===== config.mk =====
export PLATFORM = sky130hd
export DESIGN_NAME = mxint_exp_pipe
export DESIGN_NICKNAME = d
export VERILOG_FILES = /design/src/rtl/mxint_exp_pkg.sv /design/src/rtl/mxint_exp_pow2_rom.sv /design/src/rtl/mxint_exp_pipe.sv
export SDC_FILE = /design/constraint.sdc
export NUM_CORES = 2
export LEC_CHECK = 0
export CELL_PAD_IN_SITES_DETAIL_PLACEMENT = 1
export CELL_PAD_IN_SITES_GLOBAL_PLACEMENT = 2
export CORE_MARGIN = 4
export CORE_UTILIZATION = 42
export DETAILED_ROUTE_END_ITERATION = 16
export PLACE_DENSITY = 0.91
export SLEW_MARGIN = 20
export SYNTH_ARGS = -nofsm -noshare
export SYNTH_HDL_FRONTEND = slang
export SYNTH_SLANG_ARGS = --single-unit

===== constraint.sdc =====
create_clock -name clk -period 9.5 [get_ports clk]
set_input_delay 0.95 -clock clk [delete_from_list [all_inputs] [get_ports clk]]
set_output_delay 0.95 -clock clk [all_outputs]
set_load 0.01 [all_outputs]

===== src/rtl/mxint_exp_pkg.sv =====
// Shared constants, width helpers and stage metadata for the MXINT exponential pipeline.
package mxint_exp_pkg;

    // log2(e) ~= 92 / 2^7 * 2^1 = 1.4375
    localparam int LOG2E_MAN   = 92;
    localparam int LOG2E_EXP   = 1;
    localparam int LOG2E_MAN_W = 8;

    function automatic int prod_w(input int man_w);
        return man_w + LOG2E_MAN_W;
    endfunction

    function automatic int prod_frac(input int man_w);
        return (man_w - 1) + (LOG2E_MAN_W - 1);
    endfunction

    function automatic int cast_w(input int n_w, input int r_w);
        return n_w + r_w;
    endfunction

    // Right-shift distance from product to y when the adjusted exponent is zero.
    function automatic int shift_base(input int man_w, input int r_w);
        return prod_frac(man_w) - (r_w - 1);
    endfunction

    function automatic int shift_w(input int man_w, input int exp_w, input int r_w);
        return $clog2(shift_base(man_w, r_w) + (1 << exp_w) + 2) + 2;
    endfunction

    function automatic int lshift_max(input int man_w, input int exp_w, input int r_w);
        int v;
        v = (1 << (exp_w - 1)) + LOG2E_EXP - shift_base(man_w, r_w);
        return (v > 0) ? v : 0;
    endfunction

    // Wide enough that a left shift never drops bits and the saturation bounds fit.
    function automatic int y_w(input int man_w, input int exp_w, input int n_w, input int r_w);
        int a;
        int b;
        a = prod_w(man_w) + lshift_max(man_w, exp_w, r_w);
        b = cast_w(n_w, r_w);
        return ((a > b) ? a : b) + 1;
    endfunction

    typedef struct packed {
        logic valid;
        logic ovf;
    } beat_meta_t;

endpackage


===== src/rtl/mxint_exp_pow2_rom.sv =====
// Combinational 2^r lookup: entry k = round-half-up(2^(k/2^R_FRAC_W) * 2^(MAN_W-2)).
module mxint_exp_pow2_rom #(
    parameter int R_FRAC_W = 6,
    parameter int MAN_W    = 10
) (
    input  logic [R_FRAC_W-1:0] i_r,
    output logic [MAN_W-1:0]    o_mant
);
    localparam int ENTRIES = 1 << R_FRAC_W;

    logic [MAN_W-1:0] w_table [ENTRIES];

    for (genvar gi = 0; gi < ENTRIES; gi++) begin : g_entry
        localparam real EXPO = real'(gi) / real'(ENTRIES);
        localparam real VAL  = (2.0 ** EXPO) * real'(1 << (MAN_W - 2));
        localparam int  CODE = $rtoi($floor(VAL + 0.5));
        assign w_table[gi] = MAN_W'(CODE);
    end

    assign o_mant = w_table[i_r];

endmodule


===== src/rtl/mxint_exp_pipe.sv =====
// Pipelined MXINT e^x with valid/ready stages and n saturation.
// Define MXINT_EXP_SHARED_EXP_EN to add a fourth stage that aligns all lanes to a shared exponent.
module mxint_exp_pipe
    import mxint_exp_pkg::*;
#(
    parameter int DATA_IN_MAN_WIDTH  = 8,
    parameter int DATA_IN_EXP_WIDTH  = 3,
    parameter int BLOCK_SIZE         = 16,
    parameter int DATA_OUT_MAN_WIDTH = 10,
    parameter int DATA_OUT_EXP_WIDTH = 4,
    parameter int DATA_R_WIDTH       = 7
) (
    input  logic                          clk,
    input  logic                          rst,
    input  logic [DATA_IN_MAN_WIDTH-1:0]  mdata_in_0 [BLOCK_SIZE],
    input  logic [DATA_IN_EXP_WIDTH-1:0]  edata_in_0,
    input  logic                          data_in_0_valid,
    output logic                          data_in_0_ready,
    output logic [DATA_OUT_MAN_WIDTH-1:0] mdata_out_0 [BLOCK_SIZE],
    output logic [DATA_OUT_EXP_WIDTH-1:0] edata_out_0 [BLOCK_SIZE],
    output logic                          overflow_0,
    output logic                          data_out_0_valid,
    input  logic                          data_out_0_ready
);
    localparam int MW  = DATA_IN_MAN_WIDTH;
    localparam int EW  = DATA_IN_EXP_WIDTH;
    localparam int EW1 = EW + 1;
    localparam int BS  = BLOCK_SIZE;
    localparam int OMW = DATA_OUT_MAN_WIDTH;
    localparam int NW  = DATA_OUT_EXP_WIDTH;
    localparam int RW  = DATA_R_WIDTH;
    localparam int FW  = RW - 1;
    localparam int PW  = prod_w(MW);
    localparam int SB  = shift_base(MW, RW);
    localparam int SW  = shift_w(MW, EW, RW);
    localparam int YW  = y_w(MW, EW, NW, RW);

    localparam logic signed [YW-1:0] Y_HI = YW'(longint'(1) << (NW - 1 + FW));
    localparam logic signed [NW-1:0] N_MAX = {1'b0, {(NW-1){1'b1}}};
    localparam logic signed [NW-1:0] N_MIN = {1'b1, {(NW-1){1'b0}}};

    logic                 r_v1;
    logic signed [PW-1:0] r_prod [BS];
    logic signed [EW:0]   r_e1;

    logic                 r_v2;
    logic signed [NW-1:0] r_n2 [BS];
    logic [FW-1:0]        r_r2 [BS];
    logic [BS-1:0]        r_sat2;

    beat_meta_t           r_m3;
    logic [OMW-1:0]       r_mant3 [BS];
    logic signed [NW-1:0] r_n3 [BS];

    logic                 w_s1_ready;
    logic                 w_s2_ready;
    logic                 w_s3_ready;
    logic signed [PW-1:0] w_prod [BS];
    logic signed [SW-1:0] w_amt;
    logic signed [NW-1:0] w_n [BS];
    logic [FW-1:0]        w_r [BS];
    logic [BS-1:0]        w_sat;
    logic [OMW-1:0]       w_mant [BS];

    assign w_s2_ready      = !r_v2 || w_s3_ready;
    assign w_s1_ready      = !r_v1 || w_s2_ready;
    assign data_in_0_ready = rst && w_s1_ready;

    // Negative amount means the exponent is large enough to need a left shift.
    assign w_amt = SW'(SB) - SW'(r_e1);

    for (genvar gi = 0; gi < BS; gi++) begin : g_lane
        logic signed [YW-1:0] w_x;
        logic signed [YW-1:0] w_y;
        logic                 w_hi;
        logic                 w_lo;

        assign w_prod[gi] = PW'($signed(mdata_in_0[gi])) * PW'(LOG2E_MAN);

        assign w_x  = YW'(r_prod[gi]);
        assign w_y  = (w_amt >= 0) ? (w_x >>> w_amt) : (w_x <<< (-w_amt));
        assign w_hi = (w_y >= Y_HI);
        assign w_lo = (w_y < -Y_HI);

        assign w_sat[gi] = w_hi || w_lo;
        assign w_n[gi]   = w_hi ? N_MAX : (w_lo ? N_MIN : w_y[FW +: NW]);
        assign w_r[gi]   = w_hi ? {FW{1'b1}} : (w_lo ? {FW{1'b0}} : w_y[FW-1:0]);

        mxint_exp_pow2_rom #(
            .R_FRAC_W (FW),
            .MAN_W    (OMW)
        ) u_rom (
            .i_r    (r_r2[gi]),
            .o_mant (w_mant[gi])
        );
    end

    always_ff @(posedge clk) begin
        if (!rst) begin
            r_v1   <= 1'b0;
            r_e1   <= '0;
            r_v2   <= 1'b0;
            r_sat2 <= '0;
            r_m3   <= '0;
            for (int i = 0; i < BS; i++) begin
                r_prod[i]  <= '0;
                r_n2[i]    <= '0;
                r_r2[i]    <= '0;
                r_mant3[i] <= '0;
                r_n3[i]    <= '0;
            end
        end else begin
            if (w_s1_ready) begin
                r_v1 <= data_in_0_valid;
                if (data_in_0_valid) begin
                    r_e1 <= EW1'($signed(edata_in_0)) + EW1'(LOG2E_EXP);
                    for (int i = 0; i < BS; i++) begin
                        r_prod[i] <= w_prod[i];
                    end
                end
            end
            if (w_s2_ready) begin
                r_v2 <= r_v1;
                if (r_v1) begin
                    r_sat2 <= w_sat;
                    for (int i = 0; i < BS; i++) begin
                        r_n2[i] <= w_n[i];
                        r_r2[i] <= w_r[i];
                    end
                end
            end
            if (w_s3_ready) begin
                r_m3.valid <= r_v2;
                if (r_v2) begin
                    r_m3.ovf <= |r_sat2;
                    for (int i = 0; i < BS; i++) begin
                        r_mant3[i] <= w_mant[i];
                        r_n3[i]    <= r_n2[i];
                    end
                end
            end
        end
    end

`ifdef MXINT_EXP_SHARED_EXP_EN
    localparam int NW1 = NW + 1;

    beat_meta_t           r_m4;
    logic [OMW-1:0]       r_mant4 [BS];
    logic signed [NW-1:0] r_e4;
    logic signed [NW-1:0] w_emax;
    logic [OMW-1:0]       w_mant_sh [BS];
    logic                 w_s4_ready;

    assign w_s4_ready = !r_m4.valid || data_out_0_ready;
    assign w_s3_ready = !r_m3.valid || w_s4_ready;

    always_comb begin
        w_emax = r_n3[0];
        for (int i = 1; i < BS; i++) begin
            if (r_n3[i] > w_emax) begin
                w_emax = r_n3[i];
            end
        end
    end

    for (genvar gi = 0; gi < BS; gi++) begin : g_align
        logic [NW:0] w_dist;
        assign w_dist        = NW1'(w_emax) - NW1'(r_n3[gi]);
        assign w_mant_sh[gi] = (32'(w_dist) >= OMW) ? '0 : (r_mant3[gi] >> w_dist);
        assign mdata_out_0[gi] = r_mant4[gi];
        assign edata_out_0[gi] = r_e4;
    end

    always_ff @(posedge clk) begin
        if (!rst) begin
            r_m4 <= '0;
            r_e4 <= '0;
            for (int i = 0; i < BS; i++) begin
                r_mant4[i] <= '0;
            end
        end else if (w_s4_ready) begin
            r_m4.valid <= r_m3.valid;
            if (r_m3.valid) begin
                r_m4.ovf <= r_m3.ovf;
                r_e4     <= w_emax;
                for (int i = 0; i < BS; i++) begin
                    r_mant4[i] <= w_mant_sh[i];
                end
            end
        end
    end

    assign overflow_0       = r_m4.ovf;
    assign data_out_0_valid = r_m4.valid;
`else
    assign w_s3_ready = !r_m3.valid || data_out_0_ready;

    for (genvar gi = 0; gi < BS; gi++) begin : g_out
        assign mdata_out_0[gi] = r_mant3[gi];
        assign edata_out_0[gi] = r_n3[gi];
    end

    assign overflow_0       = r_m3.ovf;
    assign data_out_0_valid = r_m3.valid;
`endif

endmodule


==> impl_results.md <==
- Outcome: finished clean
- Worst Path Max Fanout: 127
- Fin. max-slew vios: 0
- Design area: 66,400 µm²
- Post_cts resized: 0
- Leak: 27.5 nW
- CP required: 9.89 ns
- Total design power: 12.9 mW
- Mapped cell area: 59,700 µm²
- Kind of critical path: reg -> reg
- Startpoint types: flip-flop
- Pwr dens: 194 nW/µm²
- DP Area: 63,900 µm²
- CTS sink cnt: 603
- Root Buffer: clkbuf_16
- Number of H-tree levels: 3
- # port buffers: 345
- Critical Path AT: 6.14 ns
- Post-DP HPWL: 142,000 µm
- Final wirelength: 192,000 µm
- TritonCTS clock tree: built
- Largest net degree at the start of global routing: 149
- P&R area growth vs syn: 11.3%
- GRT Residual Overflow: 0
- EDFF count, synth: 578
- Layout cells sized above 1: 6.72%
- Maxcap violations: 0
- Row count: 138
- Avg WL per Cell: 22.4 µm
- Worst-Skew Late Latency: 0.68 ns
- Crit path max-delay family: buffers and inverters
- Slew HR: 24.5%
- Final nets: 7,450
- Total track usage: 25.3%
- First DRT Iteration DRCs: 4,714
- Final Setup Violations: 0
- Clock Path Buffers: 3
- GPL Wtd Cong: 0.887
- Total number of vias: 50,316
- Clk slew on worst S/H paths: 0.06 ns
- Hold Violations, Final: 0
- Initial antenna violation count: 9
- Worst hold path type: reg -> reg
- Register area share after synthesis: 29.9%
- CP peak stage delay: 1.08 ns
- Final Cycle Share: 60.6%
- Synth top area share: 29.1%
- Die area: 148,000 µm²
- CP cell instances: clkinv_2 -> ha_4 -> buf_12 -> buf_4 -> mux2_2 -> o21ai_0 -> nor3_1 -> o22ai_1 -> a21o_1 -> o21ai_0
- Synth area leader: edfxtp_1
- Async SR Flop Fraction: 0%
- Post-route core utilization: 47.0%
- Most used cell, CP: o21ai_0
- Worst slew pin tran: 1.13 ns
- Via/cell ratio: 5.89
- Largest cells by area after synthesis: edfxtp_1 29%, ha_1 11%, fa_1 6.4%
- # hold bufs at CTS: 0
- Die Wd: 385 µm
- Yosys reg bits: 603
- ANT nets after route: 0
- # IOs: 362
- Peak supply drop: 0.111 mV
- Syn. warnings: 0
- Synth Instances: 6,592
- First-pass GRT wire length: 300,000 µm
- Worst path bufs/invs: 3
- Core area: 141,000 µm²
- Number of remaining DRC errors: 0
- Initial core utilization: 42.2%
- Initial DRT Pass Iterations: 6
- Synth Area per Inst: 9.06 µm²
- Slowest stage cell, crit path: ha_4
- Max Clk Rate: 0.174 GHz
- Setup TNS: 0 ns
- Worst setup EP type: flip-flop
- Die Height: 385 µm
- Cts bufs inserted: 73
- Layout Skew: 0.0390 ns
- Library cells used by synthesis: 101
- Postcts setup bufs: 0
- Final Critical Period: 5.75 ns
- Number of global-route vias before repair: 50,296
- RSZ-0062 raised after global routing: no
- Synth Flop Type: edfxtp_1
## metrics by stage
| step | setup WS (ns) | std cells | hold slack [ns] |
|---|---|---|---|
| after global placement | 4.03 | 8402 | 0.463 |
| after global routing | 3.39 | 8542 | 0.524 |
| final | 3.75 | 8543 | 0.489 |
| after CTS | 3.85 | 8537 | 0.488 |
| after floorplan | 3.07 | 6607 | 0.426 |
| after detailed placement | 3.86 | 8404 | 0.477 |
## worst paths after layout
| kind | from | endpoint | slack, ns | cells after the start |
|---|---|---|---|---|
| worst min-delay path | r_sat2[13] | r_sat2[13] | 0.49 | 2 |
| worst max-delay path | r_e1[0] | r_n2[0][5] | 3.75 | 10 |
| worst max register to register | r_e1[0] | r_n2[0][5] | 3.75 | 10 |
| worst min register to register | r_sat2[13] | r_sat2[13] | 0.49 | 2 |
## cells by family after synthesis
family / count (synthesis) / share of synthesized area (%)
AO/OA/AOI/OAI: 1774 / 18.8
AND/OR/NAND/NOR: 1708 / 13.1
buffers and inverters: 1147 / 7.93
adder cells (fa/ha/maj): 721 / 17.5
flip-flops: 603 / 29.9
multiplexers: 456 / 10.0
XOR/XNOR: 182 / 2.71
other: 1 / 0.00628
## where the power goes
group	switching, mW	leakage, nW	total (mW)	internal [mW]
Sequential	0.610	6.33	4.03	3.42
Combinational	3.48	20.0	5.93	2.45
Clock	1.23	1.15	2.90	1.67
## final cells by class
cell class                 count  area [µm²]
antenna                        1        2.50
clock buffer                  87        1990
clock inverter                46         427
fill                       16095       75000
inverter                     649        2450
multi-input combinational   4857       37300
sequential                   603       17900
tap                         1890        2360
timing repair buffer         410        4070
## synthesized netlist by cell type (45+ instances only)
master,number
nand2b_1,61
fa_1,192
o21ai_0,445
edfxtp_1,578
and2_1,87
ha_1,529
a31oi_1,45
buf_1,58
xnor2_1,113
o211ai_1,167
a211oi_1,216
a21oi_1,511
nand3_1,102
and3_1,104
nor3_1,160
buf_2,84
nand2_1,497
mux2_2,111
xor2_1,67
mux4_2,99
buf_4,62
a21o_1,79
nor2_1,559
clkbuf_1,282
mux2i_1,243
inv_1,637
## tightest hold or removal path: stages, from the launching register on
cell     delay [ns]
dfxtp_1        0.32
nand2_1        0.06
o31ai_1        0.06
## flip-flops by register name, indices dropped and copies added (netlist names)
name / flops
data_out_0_valid: 1
overflow_0: 1
r_e1: 4
r_mant3: 131
r_n2: 64
r_n3: 64
r_prod: 224
r_r2: 96
r_sat2: 16
r_v1: 1
r_v2: 1
## layer usage
layer	wire (µm)	global-route usage, %	vias to the layer above	part of all wire [%]
met4	4300	6.19	2	2.2
met3	12300	3.28	182	6.4
met5	13	0	-	0.0068
li1	-	-	23556	-
met2	82000	37.5	1481	43
met1	93000	39.0	25095	49
## cells in the final DEF, fill, tap and decap left out, drive strengths merged, types with 14 or more instances in the layout
master           n
inv            643
edfxtp         578
nor2           560
ha             529
a21oi          514
nand2          497
o21ai          456
clkdlybuf4s50  343
mux2i          243
a211oi         217
fa             192
o211ai         167
nor3           161
xnor2          114
mux2           111
and3           104
nand3          102
mux4           102
and2            87
clkbuf          87
a21o            79
xor2            67
buf             67
nand2b          61
a31oi           46
nor2b           43
clkinv          35
dfxtp           25
o311ai          25
o22ai           22
a311oi          20
o31ai           20
or3             19
a221oi          18
o21bai          16
conb            16
nor3b           15
o21a            15
nand4           14
a21boi          14
No activity file was read; power rests on OpenSTA's default activity.
